`src/rtl/serial_clock_gen_if.sv`:
```
// Serial clock generator control/status bundle: run control and configuration in,
// generated sclk, edge strobes and frame tracking out.
interface serial_clock_gen_if #(
  parameter int DIV_WIDTH = 16,
  parameter int BIT_WIDTH = 3
);
  logic                 enable;
  logic [DIV_WIDTH-1:0] div;
  logic                 cpol;
  logic [BIT_WIDTH-1:0] frame_len;
  logic                 sclk;
  logic                 sclk_pos_edge;
  logic                 sclk_neg_edge;
  logic                 frame_start;
  logic                 frame_end;
  logic [BIT_WIDTH-1:0] bit_idx;
  logic                 busy;

  modport master (
    output enable, div, cpol, frame_len,
    input  sclk, sclk_pos_edge, sclk_neg_edge, frame_start, frame_end, bit_idx, busy
  );

  modport slave (
    input  enable, div, cpol, frame_len,
    output sclk, sclk_pos_edge, sclk_neg_edge, frame_start, frame_end, bit_idx, busy
  );
endinterface

```
`src/rtl/serial_clock_gen.sv`:
```
// Programmable serial clock generator: sclk = clk / (2*(div+1)), registered edge strobes
// and frame/bit tracking. Config is shadowed while idle and frozen while running.
module serial_clock_gen #(
  parameter int DIV_WIDTH = 16,
  parameter int BIT_WIDTH = 3
) (
  input logic              clk,
  input logic              rst_n,
  serial_clock_gen_if.slave bus
);
  logic [DIV_WIDTH-1:0] count;
  logic [DIV_WIDTH-1:0] div_q;
  logic                 cpol_q;
  logic [BIT_WIDTH-1:0] flen_q;
  logic [BIT_WIDTH-1:0] bit_idx;
  logic                 sclk;
  logic                 pos_edge;
  logic                 neg_edge;
  logic                 frame_start;
  logic                 frame_end;
  logic                 busy;
  logic                 leading;

  // A toggle is leading when the new level moves away from the idle polarity.
  assign leading = (~sclk) != cpol_q;

  always_ff @(posedge clk or negedge rst_n) begin
    if (!rst_n) begin
      count       <= '0;
      div_q       <= '0;
      cpol_q      <= 1'b0;
      flen_q      <= '0;
      bit_idx     <= '0;
      sclk        <= 1'b0;
      pos_edge    <= 1'b0;
      neg_edge    <= 1'b0;
      frame_start <= 1'b0;
      frame_end   <= 1'b0;
      busy        <= 1'b0;
    end else begin
      pos_edge    <= 1'b0;
      neg_edge    <= 1'b0;
      frame_start <= 1'b0;
      frame_end   <= 1'b0;
      if (!bus.enable) begin
        // Idle also covers an abort: force idle values without any strobe.
        div_q   <= bus.div;
        cpol_q  <= bus.cpol;
        flen_q  <= bus.frame_len;
        sclk    <= bus.cpol;
        count   <= '0;
        bit_idx <= '0;
        busy    <= 1'b0;
      end else begin
        busy <= 1'b1;
        if (count == div_q) begin
          count    <= '0;
          sclk     <= ~sclk;
          pos_edge <= ~sclk;
          neg_edge <= sclk;
          if (leading) begin
            frame_start <= (bit_idx == '0);
          end else if (bit_idx == flen_q) begin
            frame_end <= 1'b1;
            bit_idx   <= '0;
          end else begin
            bit_idx <= bit_idx + BIT_WIDTH'(1);
          end
        end else begin
          count <= count + DIV_WIDTH'(1);
        end
      end
    end
  end

  assign bus.sclk          = sclk;
  assign bus.sclk_pos_edge = pos_edge;
  assign bus.sclk_neg_edge = neg_edge;
  assign bus.frame_start   = frame_start;
  assign bus.frame_end     = frame_end;
  assign bus.bit_idx       = bit_idx;
  assign bus.busy          = busy;
endmodule

```
`src/flat_wrapper.sv`:
```
// flat-port wrapper written by rule: the top's interface ports become plain ports
module serial_clock_gen_flat 
#(
  parameter int DIV_WIDTH = 16,
  parameter int BIT_WIDTH = 3
)
  (clk, rst_n, bus_enable, bus_div, bus_cpol, bus_frame_len, bus_sclk, bus_sclk_pos_edge, bus_sclk_neg_edge, bus_frame_start, bus_frame_end, bus_bit_idx, bus_busy);
  serial_clock_gen_if #(.DIV_WIDTH(DIV_WIDTH), .BIT_WIDTH(BIT_WIDTH)) bus_i ();
  input logic clk;
  input logic rst_n;
  input wire logic [$bits(bus_i.enable)-1:0] bus_enable;
  input wire logic [$bits(bus_i.div)-1:0] bus_div;
  input wire logic [$bits(bus_i.cpol)-1:0] bus_cpol;
  input wire logic [$bits(bus_i.frame_len)-1:0] bus_frame_len;
  output wire logic [$bits(bus_i.sclk)-1:0] bus_sclk;
  output wire logic [$bits(bus_i.sclk_pos_edge)-1:0] bus_sclk_pos_edge;
  output wire logic [$bits(bus_i.sclk_neg_edge)-1:0] bus_sclk_neg_edge;
  output wire logic [$bits(bus_i.frame_start)-1:0] bus_frame_start;
  output wire logic [$bits(bus_i.frame_end)-1:0] bus_frame_end;
  output wire logic [$bits(bus_i.bit_idx)-1:0] bus_bit_idx;
  output wire logic [$bits(bus_i.busy)-1:0] bus_busy;
  assign bus_i.enable = bus_enable;
  assign bus_i.div = bus_div;
  assign bus_i.cpol = bus_cpol;
  assign bus_i.frame_len = bus_frame_len;
  assign bus_sclk = bus_i.sclk;
  assign bus_sclk_pos_edge = bus_i.sclk_pos_edge;
  assign bus_sclk_neg_edge = bus_i.sclk_neg_edge;
  assign bus_frame_start = bus_i.frame_start;
  assign bus_frame_end = bus_i.frame_end;
  assign bus_bit_idx = bus_i.bit_idx;
  assign bus_busy = bus_i.busy;
  serial_clock_gen #(.DIV_WIDTH(DIV_WIDTH), .BIT_WIDTH(BIT_WIDTH)) u_core (.clk(clk), .rst_n(rst_n), .bus(bus_i));
endmodule
```
`config.mk`:
```
export PLATFORM = sky130hd
export DESIGN_NAME = serial_clock_gen_flat
export DESIGN_NICKNAME = d
export VERILOG_FILES = /design/src/rtl/serial_clock_gen_if.sv /design/src/rtl/serial_clock_gen.sv /design/src/flat_wrapper.sv
export SDC_FILE = /design/constraint.sdc
export NUM_CORES = 1
export LEC_CHECK = 0
export BUFFER_PORTS_ARGS = -buffer_cell sky130_fd_sc_hd__buf_4
export CAP_MARGIN = 5
export CORE_AREA = 3 3 86 55
export CTS_BUF_LIST = sky130_fd_sc_hd__clkbuf_16
export CTS_CLUSTER_DIAMETER = 150
export DETAILED_ROUTE_END_ITERATION = 10
export DIE_AREA = 0 0 89 58
export GPL_TIMING_DRIVEN = 1
export PLACE_DENSITY_LB_ADDON = 0.3
export SKIP_LAST_GASP = 1
export SLEW_MARGIN = 10
export SYNTH_ARGS = -nofsm -noshare
export SYNTH_HDL_FRONTEND = slang
export SYNTH_SLANG_ARGS = --single-unit
```
`constraint.sdc`:
```
create_clock -name clk -period 4.82 [get_ports clk]
set_input_delay 0.241 -clock clk [delete_from_list [all_inputs] [get_ports clk]]
set_output_delay 0.241 -clock clk [all_outputs]
set_load 0.02 [all_outputs]
```
### Word level (Yosys, flattened, before mapping)

Index checks and enable logic that the tools add are counted.

| word-level totals | value |
|---|---|
| word-level logic and storage cells | 41 |
| register bits | 45 |
| output and inout port bits | 9 |
| bits of input ports | 23 |

| cells by class | value |
|---|---|
| muxes and demuxes | 20 |
| add/subtract/negate cells | 2 |
| equal/unequal tests | 5 |
| reductions and logical operators | 2 |
| bitwise gates (word level) | 1 |

Operator list:

| cell | number |
|---|---|
| 16-bit 2-to-1 mux | 2 |
| 16-bit by 1-bit adder with 16-bit output, second input constant | 1 |
| 16-bit equality test | 1 |
| 1-bit 2-to-1 mux | 14 |
| 3-bit 2-to-1 mux | 4 |
| 3-bit by 1-bit adder with 3-bit output, second input constant | 1 |
| 3-bit equality test | 1 |
| 3-bit zero test | 1 |
| 2-bit by 1-bit inequality test with 1-bit output, second input constant | 1 |
| 2-bit inequality test, second input constant | 1 |
| 2-bit AND reduction | 1 |
| 1-bit inequality test | 1 |
| 1-bit inverter | 1 |

### Longest topological paths before layout

| depth | value |
|---|---|
| depth after elaboration | 5 |
| mapped depth | 7 |
| depth with buffers taken out | 6 |

### Worst setup path after synthesis

Ideal clock, no wire load.

| timing | value |
|---|---|
| kind | register to register |
| from | register u_core.count[3] |
| to | register u_core.count[14] |
| clock period less this slack | 1,611 ps |
| required time | 4,701 ps |
| buffers on the path | 2 |
| cell stages (with the launch flop) | 8 |
| data arrival time | 1,492 ps |
| path slack | 3,209 ps |
| setup time | 119 ps |
| cell sequence | dfrtp_1 -> xnor2_1 -> nand4_1 -> nor4_4 -> nand2b_1 -> buf_6 -> buf_8 -> nor2_1 |

| on the way | value |
|---|---|
| longest elaborated chain between the ends | 3 |
| elaborated cells between the ends (all ways) | 4 |
| those cells by class | add/sub (1); eq/ne (1); mux (2) |

Ends and longest elaborated chain:

| item | line | source |
|---|---|---|
| start: declaration | serial_clock_gen.sv:11 | `logic [DIV_WIDTH-1:0] count;` |
| start signal: assignment | serial_clock_gen.sv:70 | `count <= count + DIV_WIDTH'(1);` |
| 16-bit by 1-bit adder with 16-bit output / 16-bit equality test (equally long branches) | serial_clock_gen.sv:70, serial_clock_gen.sv:56 |  |
| 16-bit 2-to-1 mux * | serial_clock_gen.sv:56 | `if (count == div_q) begin` |
| 16-bit 2-to-1 mux * | serial_clock_gen.sv:45 | `if (!bus.enable) begin` |

Every way passes the cells marked *; elsewhere a longest branch is shown, timed or not.
A chain may end at the register's enable or synchronous reset.

### Worst setup path in the final report

| timing | value |
|---|---|
| from | register u_core.count[2] |
| to | register u_core.count[15] |

The elaborated chain is that of the path after synthesis.

==> flow_results.xml <==
<?xml version="1.0" encoding="UTF-8"?>
<metrics>
  <group name="sta">
    <metric name="worst-slew-pin-transition" unit="ns">0.599</metric>
    <metric name="rsz0062_at_grt" unit="">false</metric>
    <metric name="final_hold_viol_count" unit="">0</metric>
    <metric name="holdWs" unit="ns">0.191</metric>
    <metric name="finalCriticalPeriod" unit="ns">2.05</metric>
    <metric name="final_slew_violations" unit="">0</metric>
    <metric name="max_freq" unit="GHz">0.489</metric>
    <metric name="fin_tns_setup" unit="ns">0</metric>
    <metric name="slew_headroom" unit="%">60.1</metric>
    <metric name="finClkSkew" unit="ns">0.00350</metric>
    <metric name="final_min_period_over_clock_period" unit="%">42.4</metric>
    <metric name="setup_viol" unit="">0</metric>
  </group>
  <group name="synthesis">
    <metric name="synth_cells" unit="">175</metric>
    <metric name="synth.top_cell.area_share" unit="%">54.0</metric>
    <metric name="number_of_distinct_library_cells_after_synthesis" unit="">23</metric>
    <metric name="main_area_contributors_after_synthesis" unit="">dfrtp_1 (54%), xnor2_1 (12%), mux2_2 (11%)</metric>
    <metric name="synth.cell_area" unit="µm²">2090</metric>
    <metric name="synth-warning-count" unit="">0</metric>
    <metric name="synth_seq_cells" unit="">45</metric>
    <metric name="synth_ff_type" unit="">dfrtp_1</metric>
    <metric name="synth_edf_count" unit="">0</metric>
    <metric name="synthDominantAreaCellType" unit="">dfrtp_1</metric>
    <metric name="synth-seq-area-share" unit="%">54.0</metric>
    <metric name="syn-num-nets" unit="">201</metric>
    <metric name="mean_post_synth_cell_area" unit="µm²">11.9</metric>
    <metric name="postSynth.asyncResetShare" unit="%">100</metric>
  </group>
  <group name="worst_setup_path">
    <metric name="crit_fanout" unit="">16</metric>
    <metric name="r2r-end" unit="">u_core.count[15]$_DFF_PN0_</metric>
    <metric name="critical_path_endpoint_category" unit="">flip-flop</metric>
    <metric name="worst_r2r_startpoint" unit="">u_core.count[2]$_DFF_PN0_</metric>
    <metric name="reg2reg_setup_slack" unit="ns">2.77</metric>
    <metric name="arrival" unit="ns">2.18</metric>
    <metric name="worst-endpoint-required" unit="ns">4.95</metric>
    <metric name="r2r.worst_path.cells" unit="">5</metric>
    <metric name="path_class" unit="">flip-flop to flip-flop</metric>
    <metric name="critical_path.startpoint_type" unit="">flip-flop</metric>
  </group>
  <group name="route">
    <metric name="post_drt_wl_per_cell" unit="µm">14.9</metric>
    <metric name="route.vias.total" unit="">1336</metric>
    <metric name="post_route_met1_wirelength" unit="mm">1.82</metric>
    <metric name="drc_errors" unit="">0</metric>
    <metric name="route.met3.wl" unit="µm">149</metric>
    <metric name="detail_route.vias_per_cell" unit="">5.14</metric>
    <metric name="firstDrtPassIters" unit="">4</metric>
    <metric name="detail_route.iter0.violations" unit="">61</metric>
    <metric name="met2_length" unit="mm">1.90</metric>
    <metric name="postRouteWirelength" unit="mm">3.89</metric>
    <metric name="highest_layer" unit="">met4</metric>
    <metric name="detail-route-antenna-nets" unit="">0</metric>
  </group>
  <group name="floorplan">
    <metric name="die_area" unit="µm²">5160</metric>
    <metric name="io_pins" unit="">32</metric>
    <metric name="floorplan.die.width" unit="µm">89</metric>
    <metric name="cell_rows" unit="">18</metric>
    <metric name="die_height" unit="µm">58</metric>
    <metric name="coreArea" unit="µm²">4030</metric>
    <metric name="floorplan.initialDensity" unit="%">51.8</metric>
  </group>
  <group name="power_and_ir_drop">
    <metric name="power_density" unit="nW/µm²">322</metric>
    <metric name="power_leakage" unit="µW">0.00114</metric>
    <metric name="totalPowerFinal" unit="µW">801</metric>
    <metric name="ir_worst_vdd" unit="µV">200</metric>
  </group>
  <group name="grt">
    <metric name="grt_pass1_vias" unit="">1364</metric>
    <metric name="pin_count_of_the_biggest_net_entering_global_routing" unit="">46</metric>
    <metric name="globalRouteOverflowTotal" unit="">0</metric>
    <metric name="global_route_wire_length_before_repair" unit="mm">6.64</metric>
    <metric name="grt_use_total" unit="%">17.4</metric>
    <metric name="grt_antenna_before_repair" unit="">0</metric>
  </group>
  <group name="job">
    <metric name="max_cap_violations" unit="">0</metric>
  </group>
  <group name="layout">
    <metric name="area_delta_synth_final" unit="%">19.4</metric>
    <metric name="ratio_of_cells_with_drive_above_1_in_the_final_layout" unit="%">27.1</metric>
    <metric name="fill_cells" unit="">312</metric>
    <metric name="postLayoutCoreUtil" unit="%">61.8</metric>
    <metric name="finalNetCount" unit="">235</metric>
    <metric name="num_antenna_cells" unit="">0</metric>
  </group>
  <group name="min_path">
    <metric name="worstHoldEndpoint" unit="">u_core.div_q[4]$_DFFE_PN0N_</metric>
    <metric name="hp-class" unit="">input pin to flip-flop</metric>
    <metric name="worstHoldPathCells" unit="">2</metric>
    <metric name="min_from" unit="">bus_div[4]</metric>
  </group>
  <group name="outcome">
    <metric name="status" unit="">complete, no violations</metric>
  </group>
  <group name="clock_network">
    <metric name="cts_tree" unit="">yes</metric>
    <metric name="clk_pin_slew_worst_paths" unit="ns">0.06</metric>
    <metric name="max-clock-path-buffers" unit="">2</metric>
    <metric name="clockRootBuffer" unit="">clkbuf_16</metric>
    <metric name="clk_latency" unit="ns">0.28</metric>
    <metric name="cts.sinks" unit="">45</metric>
    <metric name="h-tree-depth" unit="">2</metric>
    <metric name="cts-resized-gates" unit="">0</metric>
    <metric name="num_cts_buffers" unit="">5</metric>
  </group>
  <group name="placement">
    <metric name="port_buffers" unit="">31</metric>
    <metric name="gp_congestion" unit="">0.799</metric>
    <metric name="hpwl" unit="mm">2.84</metric>
  </group>
</metrics>
cells by family after synthesis:
logic type                 synth area share, %
and+or+nand+nor                           13.6
DFF                                       54.0
xor gates and xnor gates                  15.1
muxes                                     12.2
buffers and inverters                     3.06
adders and majority gates                 1.80
AOI/OAI and AO/OA                        0.240
layout by cell type (no fill, tap or decap), types with 5 or more instances in the layout:
| master | synthesis | final |
|---|---|---|
| xnor2_1 | 29 | 29 |
| buf_4 | 0 | 31 |
| nand2_1 | 7 | 7 |
| dfrtp_1 | 45 | 45 |
| clkbuf_16 | 0 | 5 |
| nand3_1 | 9 | 9 |
| and3_1 | 5 | 5 |
| inv_1 | 7 | 10 |
| xor2_1 | 7 | 7 |
| nor2_1 | 21 | 21 |
| nand4_1 | 5 | 5 |
| mux2_2 | 20 | 20 |
worst max path at each step:
stage | startpoint | cells after the start | endpoint | slack (ns)
floorplan | u_core.count[3]$_DFF_PN0_ | 7 | u_core.count[14]$_DFF_PN0_ | 3.21
global placement | u_core.count[2]$_DFF_PN0_ | 5 | u_core.count[1]$_DFF_PN0_ | 2.90
detailed placement | u_core.count[2]$_DFF_PN0_ | 5 | u_core.count[3]$_DFF_PN0_ | 2.78
CTS | u_core.count[2]$_DFF_PN0_ | 5 | u_core.count[15]$_DFF_PN0_ | 2.76
global route | u_core.count[2]$_DFF_PN0_ | 5 | u_core.count[13]$_DFF_PN0_ | 2.61
finish | u_core.count[2]$_DFF_PN0_ | 5 | u_core.count[15]$_DFF_PN0_ | 2.77
metrics by stage:
stage          instance area, µm²  cells  setup WS, ns
2_1_floorplan                2090    175          3.21
3_3_place_gp                 2340    251          2.90
3_5_place_dp                 2340    251          2.78
4_1_cts                      2490    260          2.76
5_1_grt                      2490    260          2.61
6_report                     2490    260          2.77
cells in the mapped netlist (all sizes together) (2+ instances only):
cell / n
nor4: 3
and3: 5
nor2: 21
mux2i: 3
inv: 7
ha: 3
nand4: 5
nand2: 7
xor2: 7
and4: 2
xnor2: 29
dfrtp: 45
mux2: 20
buf: 4
nand3: 9
state kept, by name (all words and copies together), names as in the netlist:
name                      cells
u_core.flen_q                 3
u_core.bus.sclk_pos_edge      1
u_core.bus.bit_idx            3
u_core.bus.sclk_neg_edge      1
u_core.bus.frame_start        1
u_core.count                 16
u_core.bus.sclk               1
u_core.bus.frame_end          1
u_core.cpol_q                 1
u_core.div_q                 16
u_core.bus.busy               1
power breakdown:
group	internal, µW	total, µW	switching, µW
Combinational	44.1	77.6	33.5
Sequential	398	414	15.5
Clock	186	310	124
routing by layer:
layer / global-route usage (%) / vias up
li1: - / 650
met1: 24.0 / 656
met2: 27.0 / 28
met3: 5.54 / 2
met4: 4.46 / 0
met5: 0 / -
worst max-delay path, stage by stage, from the launching register on:
cell,delay (ns)
dfrtp_1,0.43
xnor2_1,0.19
nand4_1,0.19
nor4_4,0.40
nand2b_1,0.55
nor2_1,0.14
what timing repair did:
item	in CTS	in global routing
hold buffers	1	0
endpoints found under the hold margin	45	0
setup buffers	0	0
final cells by class:
class,count,area (µm²),share of cell area (%)
Sequential cell,45,1130,45.2
Multi-Input combinational cell,118,897,36.0
Timing Repair Buffer,32,243,9.74
Clock buffer,5,125,5.02
Tap cell,50,62.6,2.51
Inverter,7,26.3,1.05
Clock inverter,3,11.3,0.452
Power figures use the tool's default switching activity.
